## config.mk

```make
export PLATFORM = sky130hd
export DESIGN_NAME = mmio_uart_tx_flat
export DESIGN_NICKNAME = d
export VERILOG_FILES = /design/src/rtl/mmio_uart_tx_if.sv /design/src/rtl/mmio_uart_tx.sv /design/src/flat_wrapper.sv
export SDC_FILE = /design/constraint.sdc
export NUM_CORES = 1
export LEC_CHECK = 0
export BUFFER_PORTS_ARGS = -buffer_cell sky130_fd_sc_hd__buf_2
export CORE_MARGIN = 2
export CORE_UTILIZATION = 35
export DETAILED_ROUTE_END_ITERATION = 16
export GPL_ROUTABILITY_DRIVEN = 1
export PLACE_DENSITY = 0.58
export REMOVE_ABC_BUFFERS = 1
export SYNTH_ARGS = -nofsm -noshare
export SYNTH_HDL_FRONTEND = slang
export SYNTH_SLANG_ARGS = --single-unit
```

## constraint.sdc

```tcl
create_clock -name clk -period 7.1 [get_ports clk]
set_clock_uncertainty 0.1 [all_clocks]
set_input_delay 0.355 -clock clk [delete_from_list [all_inputs] [get_ports clk]]
set_output_delay 0.355 -clock clk [all_outputs]
set_load 0.005 [all_outputs]
```

## src/rtl/mmio_uart_tx_if.sv

```systemverilog
// CPU data-memory bus as seen by the UART register window.
interface mmio_uart_tx_if;
  logic        ce;
  logic        we;
  logic        memRr;
  logic [31:0] addr;
  logic [31:0] wtData;
  logic [3:0]  w_mask;
  logic [3:0]  r_mask;
  logic [31:0] rdData;

  modport master (
    output ce, we, memRr, addr, wtData, w_mask, r_mask,
    input  rdData
  );

  modport slave (
    input  ce, we, memRr, addr, wtData, w_mask, r_mask,
    output rdData
  );
endinterface

```

## src/rtl/mmio_uart_tx.sv

```systemverilog
// Memory-mapped 8N1 UART transmitter with a TX FIFO, status and baud divisor registers.
module mmio_uart_tx #(
  parameter logic [31:0] BASE_ADDR  = 32'h1000_0000,
  parameter int unsigned FIFO_DEPTH = 8,
  parameter logic [15:0] CLK_DIV    = 16'd16
) (
  input  logic           clk,
  input  logic           rst,
  mmio_uart_tx_if.slave  bus,
  output logic           tx,
  output logic           irq
);

  localparam int unsigned PTR_W = $clog2(FIFO_DEPTH);
  localparam int unsigned CNT_W = $clog2(FIFO_DEPTH + 1);

  localparam logic [1:0] REG_TXDATA = 2'd0;
  localparam logic [1:0] REG_STATUS = 2'd1;
  localparam logic [1:0] REG_DIV    = 2'd2;

  typedef enum logic [1:0] {IDLE, START, DATA, STOP} txState_t;

  txState_t          state;
  logic [7:0]        fifoMem [FIFO_DEPTH];
  logic [PTR_W-1:0]  wrPtr;
  logic [PTR_W-1:0]  rdPtr;
  logic [CNT_W-1:0]  count;
  logic              ovf;
  logic [15:0]       divReg;
  logic [7:0]        shiftReg;
  logic [2:0]        bitIdx;
  logic [15:0]       divCnt;
  logic [15:0]       bitPeriod;

  logic              hit;
  logic [1:0]        regSel;
  logic              fifoFull;
  logic              fifoEmpty;
  logic              pushReq;
  logic              pushOk;
  logic              popOk;
  logic              ovfClr;
  logic              divWrite;
  logic [15:0]       effPeriod;
  logic              bitDone;
  logic [7:0]        fifoHead;
  logic [3:0]        countSat;
  logic [31:0]       statusWord;
  logic [31:0]       rdWord;
  logic              unusedBits;

  // Address decode and request qualification
  assign hit       = bus.ce && (bus.addr[31:4] == BASE_ADDR[31:4]);
  assign regSel    = bus.addr[3:2];
  assign fifoFull  = (count == CNT_W'(FIFO_DEPTH));
  assign fifoEmpty = (count == '0);
  assign pushReq   = hit && bus.we && (regSel == REG_TXDATA) && bus.w_mask[0];
  assign pushOk    = pushReq && !fifoFull;
  assign popOk     = (state == IDLE) && !fifoEmpty;
  assign ovfClr    = hit && bus.we && (regSel == REG_STATUS) && bus.w_mask[0] && bus.wtData[3];
  assign divWrite  = hit && bus.we && (regSel == REG_DIV);
  assign fifoHead  = fifoMem[rdPtr];

  // A zero divisor still needs one clock per bit
  assign effPeriod = (divReg == 16'd0) ? 16'd1 : divReg;
  assign bitDone   = (divCnt == (bitPeriod - 16'd1));

  assign countSat   = (count > CNT_W'(15)) ? 4'hF : 4'(count);
  assign statusWord = {24'd0, countSat, ovf, (state != IDLE), fifoEmpty, fifoFull};

  // Interrupt when nothing is left to send
  assign irq = fifoEmpty && (state == IDLE);

  // Same-cycle register read for the single-cycle CPU
  always_comb begin
    rdWord = 32'h0;
    if (hit && bus.memRr && !bus.we) begin
      case (regSel)
        REG_STATUS: rdWord = statusWord;
        REG_DIV:    rdWord = {16'd0, divReg};
        default:    rdWord = 32'h0;
      endcase
    end
  end

  assign bus.rdData = rdWord;

  // Read mask, byte offset and upper write bits carry no meaning here
  assign unusedBits = ^{bus.r_mask, bus.addr[1:0], bus.wtData[31:16]};

  // FIFO storage; contents need no reset since count gates every read
  always_ff @(posedge clk) begin
    if (pushOk) begin
      fifoMem[wrPtr] <= bus.wtData[7:0];
    end
  end

  // FIFO pointers, occupancy and sticky overflow flag
  always_ff @(posedge clk) begin
    if (rst) begin
      wrPtr <= '0;
      rdPtr <= '0;
      count <= '0;
      ovf   <= 1'b0;
    end else begin
      if (pushOk) begin
        wrPtr <= wrPtr + PTR_W'(1);
      end
      if (popOk) begin
        rdPtr <= rdPtr + PTR_W'(1);
      end
      if (pushOk && !popOk) begin
        count <= count + CNT_W'(1);
      end else if (!pushOk && popOk) begin
        count <= count - CNT_W'(1);
      end
      if (pushReq && fifoFull) begin
        ovf <= 1'b1;
      end else if (ovfClr) begin
        ovf <= 1'b0;
      end
    end
  end

  // Baud divisor register with per-byte write enables
  always_ff @(posedge clk) begin
    if (rst) begin
      divReg <= CLK_DIV;
    end else if (divWrite) begin
      if (bus.w_mask[0]) begin
        divReg[7:0] <= bus.wtData[7:0];
      end
      if (bus.w_mask[1]) begin
        divReg[15:8] <= bus.wtData[15:8];
      end
    end
  end

  // Frame sequencer; bit period is re-latched at every bit boundary
  always_ff @(posedge clk) begin
    if (rst) begin
      state     <= IDLE;
      tx        <= 1'b1;
      shiftReg  <= 8'd0;
      bitIdx    <= 3'd0;
      divCnt    <= 16'd0;
      bitPeriod <= 16'd1;
    end else begin
      case (state)
        IDLE: begin
          tx <= 1'b1;
          if (!fifoEmpty) begin
            shiftReg  <= fifoHead;
            bitIdx    <= 3'd0;
            divCnt    <= 16'd0;
            bitPeriod <= effPeriod;
            tx        <= 1'b0;
            state     <= START;
          end
        end
        START: begin
          if (bitDone) begin
            divCnt    <= 16'd0;
            bitPeriod <= effPeriod;
            tx        <= shiftReg[0];
            state     <= DATA;
          end else begin
            divCnt <= divCnt + 16'd1;
          end
        end
        DATA: begin
          if (bitDone) begin
            divCnt    <= 16'd0;
            bitPeriod <= effPeriod;
            if (bitIdx == 3'd7) begin
              tx    <= 1'b1;
              state <= STOP;
            end else begin
              bitIdx   <= bitIdx + 3'd1;
              shiftReg <= {1'b0, shiftReg[7:1]};
              tx       <= shiftReg[1];
            end
          end else begin
            divCnt <= divCnt + 16'd1;
          end
        end
        STOP: begin
          if (bitDone) begin
            divCnt <= 16'd0;
            tx     <= 1'b1;
            state  <= IDLE;
          end else begin
            divCnt <= divCnt + 16'd1;
          end
        end
        default: begin
          tx    <= 1'b1;
          state <= IDLE;
        end
      endcase
    end
  end

endmodule

```

## src/flat_wrapper.sv

```systemverilog
// flat-port wrapper written by rule: the top's interface ports become plain ports
module mmio_uart_tx_flat 
#(
  parameter logic [31:0] BASE_ADDR  = 32'h1000_0000,
  parameter int unsigned FIFO_DEPTH = 8,
  parameter logic [15:0] CLK_DIV    = 16'd16
)
  (clk, rst, tx, irq, bus_ce, bus_we, bus_memRr, bus_addr, bus_wtData, bus_w_mask, bus_r_mask, bus_rdData);
  mmio_uart_tx_if bus_i ();
  input  logic clk;
  input  logic rst;
  output logic tx;
  output logic irq;
  input wire logic [$bits(bus_i.ce)-1:0] bus_ce;
  input wire logic [$bits(bus_i.we)-1:0] bus_we;
  input wire logic [$bits(bus_i.memRr)-1:0] bus_memRr;
  input wire logic [$bits(bus_i.addr)-1:0] bus_addr;
  input wire logic [$bits(bus_i.wtData)-1:0] bus_wtData;
  input wire logic [$bits(bus_i.w_mask)-1:0] bus_w_mask;
  input wire logic [$bits(bus_i.r_mask)-1:0] bus_r_mask;
  output wire logic [$bits(bus_i.rdData)-1:0] bus_rdData;
  assign bus_i.ce = bus_ce;
  assign bus_i.we = bus_we;
  assign bus_i.memRr = bus_memRr;
  assign bus_i.addr = bus_addr;
  assign bus_i.wtData = bus_wtData;
  assign bus_i.w_mask = bus_w_mask;
  assign bus_i.r_mask = bus_r_mask;
  assign bus_rdData = bus_i.rdData;
  mmio_uart_tx #(.BASE_ADDR(BASE_ADDR), .FIFO_DEPTH(FIFO_DEPTH), .CLK_DIV(CLK_DIV)) u_core (.clk(clk), .rst(rst), .bus(bus_i), .tx(tx), .irq(irq));
endmodule
```

# Yosys cells after proc, flatten, opt, wreduce, memory -nomap -nowiden
# Memories as Yosys holds them, arrays and structs flattened. A register that Yosys moved wholly into a read port is not among the register bits.
# Cells that the tools add are included.
# classes
eq_ne	16
n_reduce_logical	38
n_lt_le_gt_ge	1
addsub	7
muxes	38
# ops
cell	n
one-hot mux 16 bit (2 select lines)	3
two-way mux 16 bit	5
two-way mux 32 bit	1
== test 28 x 25 -> 1 bit, second input constant	1
two-way mux 8 bit	3
adder 16 x 1 -> 16 bit, second input constant	1
== test 16 bit	1
logical AND 1 bit	16
zero test 16 bit	1
one-hot mux 8 bit (2 select lines)	1
subtractor 16 x 1 -> 16 bit, second input constant	1
two-way mux 3 bit	5
two-way mux 4 bit	3
two-way mux 2 bit	5
!= test 2 x 1 -> 1 bit, second input constant	5
nonzero test 2 bit	5
adder 3 x 1 -> 3 bit, second input constant	3
two-way mux 1 bit	9
one-hot mux 2 bit (4 select lines)	1
== test 2 bit, second input constant	3
one-hot mux 3 bit (2 select lines)	1
AND reduction 3 bit	2
zero test 1 bit	5
AND reduction 5 bit	1
other kinds (14)	18
# word_totals
n_memories	1
wordCells	113
inputBits	77
register_bits	73
ramBits	64
output_inout_bits	34
# mem_list
memory	words	word_bits	rd	rd_clocked_by_memory_dff	wr	line	source
u_core.fifoMem	8	8	1	1	1	mmio_uart_tx.sv:24	logic [7:0] fifoMem [FIFO_DEPTH];

# Longest topological paths before layout
# logic_depth
depth_word	10
depth_mapped	13
ltp_nobuf	12

# Least setup slack after synthesis
# OpenSTA, ideal clock, no wires.
# synth_timing
kind	register -> register
startpoint	reg u_core.bitPeriod[0]
endpoint	reg u_core.shiftReg[0]
stages_incl_launch_ff	12
required_ns	6.879
arrival_time_ns	2.922
period_less_slack_ns	3.144
path_slack_ns	3.956
n_path_buf	3
path_cell_list	dfxtp_1 -> clkbuf_1 -> inv_1 -> ha_1 -> clkbuf_1 -> or3b_2 -> or4_4 -> nor4_4 -> o21ai_1 -> o21a_1 -> buf_6 -> mux2_4
# synth_via
elab_chain_cells	4
# synth_lines
element	line	source
start, declared	mmio_uart_tx.sv:33	logic [15:0] bitPeriod;
start signal, assigned	mmio_uart_tx.sv:156	bitPeriod <= effPeriod;
start signal, assigned	mmio_uart_tx.sv:164	bitPeriod <= effPeriod;
start signal, assigned	mmio_uart_tx.sv:174	bitPeriod <= effPeriod;
subtractor 16 x 1 -> 16 bit	mmio_uart_tx.sv:66	assign bitDone = (divCnt == (bitPeriod - 16'd1));
== test 16 bit	mmio_uart_tx.sv:66	
!= test 2 x 1 -> 1 bit (no line)	-	
AND reduction 4 bit (no line)	-	
end signal, assigned	mmio_uart_tx.sv:153	shiftReg <= fifoHead;
end signal, assigned	mmio_uart_tx.sv:180	shiftReg <= {1'b0, shiftReg[7:1]};
end, declared	mmio_uart_tx.sv:30	logic [7:0] shiftReg;
# Every way passes these cells.
# A chain may end at the register's enable or synchronous reset.

# Worst setup path in the final report
# layout_timing
startpoint	reg u_core.bitPeriod[0]
endpoint	reg u_core.bitPeriod[14]
# layout_via
elab_chain_cells	4
# layout_lines
element	line
subtractor 16 x 1 -> 16 bit	mmio_uart_tx.sv:66
== test 16 bit	mmio_uart_tx.sv:66
!= test 2 x 1 -> 1 bit (no line)	-
AND reduction 3 bit (no line)	-
# Every way passes these cells.

==> summary.txt <==
Status: finished clean
Initial DRT Pass Iterations: 4
Ant diodes: 0
Data required time of the worst path: 7340 ps
Hold Worst Slack: 76.89 ps
Worst vdd rail ir drop: 0.1851 mV
Cell Area, Synth: 6967 sq um
Total Negative Setup Slacks: 0 ps
Die height: 145.1 microns
CP Class: flop to flop
Routed wire length per instance: 15.40 microns
Starting Density: 35.68%
Die area: 21050 sq um
H-Tree Level Count: 4
Yosys reg bits: 140
Cell count after synthesis: 635
Commonest non-fill, non-tap cell in the layout: dfxtp_1
CTS hold repair buffers: 0
PD cells: 322.2 nW/um^2
Die W: 145.1 microns
Worst Hold Class: input pin to flop
Nets: 785
CTS Buf Count: 17
Final wirelength: 14.91 mm
Iteration-0 DRC Markers: 286
Core Util, Final: 40.91%
Core ar.: 19530 sq um
Period Utilization, post-route: 52.35%
Worst Setup End Kind: flop
Post-cts sizing count: 0
Skew-Pair Late Insertion Delay: 420 ps
Min cycle time layout: 3717 ps
FP Rows: 51
Critical path arrival: 3960 ps
Max clock buf depth: 2
Max Clock Freq: 269.0 MHz
DRC Markers: 0
Number of setup buffers added after CTS: 0
IO Port Bufs: 70
GP Congestion: 0.7690
Max Slew Vio Count: 0
Root Driver: clkbuf_16
Final setup viols: 0
Initial antenna violation count: 0
Syn avg cell area: 10.97 sq um
Synth unique cells: 67
CP Max Fanout: 16
TritonCTS clock tree: done
CTS Sinks: 140
Largest net degree at the start of global routing: 65
Number of synthesized flops with an enable pin: 64
Antenna viol nets, final: 0
Measured slew at the worst slew-check pin: 1306 ps
Routed vias/inst: 5.029
Max-cap violation count: 0
Total GRT Usage: 14.56%
Share of post-route cells with drive strength above 1: 20.34%
Slew HR: 12.11%
Most frequent cells in the layout: dfxtp_1, buf_2, nor2_1
Hpwl dp: 10.63 mm
Yosys warnings: 0
Ys async rst share: 0%
IO Pins: 111
Number of global-route vias before repair: 4866
Top FF cell, synth: dfxtp_1
Final hold vios: 0
Via count: 4868
Seq/Total Area, Yosys: 49.43%
Area growth from synthesis to layout: 14.67%
First-pass GRT wire length: 24.52 mm
Clock Pin Slew Worst Setup and Hold Paths: 60 ps
Total grt overflow: 0
Worst Setup Start Kind: flop
RSZ-0062 raised after global routing: false
P_leak: 3.020 nW
path summary, 6_finish.rpt:
path / cells past startpoint / end / start / slack, ps
min: 3 / u_core.divReg[12]$_SDFFE_PP0P_ / bus_wtData[12] / 80
max: 8 / u_core.bitPeriod[14]$_SDFFE_PP0P_ / u_core.bitPeriod[0]$_SDFFE_PP1P_ / 3380
max reg2reg: 8 / u_core.bitPeriod[14]$_SDFFE_PP0P_ / u_core.bitPeriod[0]$_SDFFE_PP1P_ / 3380
min reg2reg: 2 / u_core.bitPeriod[15]$_SDFFE_PP0P_ / u_core.bitPeriod[15]$_SDFFE_PP0P_ / 380
through the flow:
step	power (W)	area [sq um]	std cells	setup slack (ps)
global route	0.002717	7989	968	3158
global placement	0.001737	7432	936	3468
detailed placement	0.001763	7432	936	3410
CTS	0.002597	7989	968	3394
floorplan	0.001566	6716	597	3418
finish	0.002574	7989	968	3383
state kept, by name, summed over array words and instances, names as in the netlist, named ones only:
name / cells
u_core.rdPtr: 3
u_core.bitPeriod: 16
u_core.count: 4
u_core.tx: 1
u_core.state: 2
u_core.wrPtr: 3
u_core.divCnt: 16
u_core.divReg: 16
u_core.ovf: 1
u_core.fifoMem: 64
u_core.shiftReg: 8
u_core.bitIdx: 3
worst max-delay path, stage by stage, from the launching register on:
cell and delay [ps]:
dfxtp_1 400, inv_1 100, ha_1 320, or3b_2 540, or4_4 470, nor4_4 400
o21ai_0 160, o21bai_2 850, mux2i_1 270
cell usage after synthesis, types with 4 or more instances:
library cell,n,area (sq um)
mux2i_1,46,460.4
nand2b_1,16,100.1
nand2_1,53,198.9
edfxtp_1,64,1922
dfxtp_1,76,1521
inv_1,15,56.30
o21ai_0,8,40.04
mux2_4,7,105.1
buf_4,18,135.1
nor2_1,67,251.5
mux4_2,16,360.4
a21oi_1,16,80.08
xor2_1,17,148.9
nor3_1,22,110.1
o211ai_1,4,30.03
buf_1,5,18.77
and3_1,12,75.07
or3_1,6,37.54
xnor2_1,16,140.1
nand4_1,8,50.05
nor4_1,16,100.1
nand3_1,7,35.03
clkbuf_1,25,93.84
or4_1,4,30.03
a22oi_1,9,67.56
nor2b_1,7,43.79
ha_1,17,212.7
where the power goes:
part | switching, W | total (W) | internal (W)
logic | 0.000406 | 0.000760 | 0.000354
clock network | 0.000370 | 0.000829 | 0.000459
registers | 0.0000838 | 0.000984 | 0.000900
total | 0.000860 | 0.00257 | 0.00171
final cells by class:
cell class / count / area [sq um]
Clock buffer: 17 / 425.4
Clock inverter: 15 / 131.4
Fill cell: 1887 / 11540
Inverter: 16 / 60.06
Multi-Input combinational cell: 441 / 3217
Sequential cell: 140 / 3443
Tap cell: 265 / 331.6
Timing Repair Buffer: 74 / 380.4
layer usage:
layer / track usage [%] / up-vias / wire length (microns)
met1: 18.81 / 2344 / 6968
met3: 3.145 / 10 / 617
met2: 24.14 / 127 / 7175
li1: - / 2387 / -
met4: 5.196 / 0 / 148
met5: 0 / - / 0
cells by family after synthesis:
logic type / synth area share, %
flops: 49.43
mux: 13.29
xor+xnor: 4.149
fa+ha+maj: 3.340
compound gates: 7.076
other cells: 0.05383
simple gates: 17.40
buf+inv: 5.262
Power figures use the tool's default switching activity.
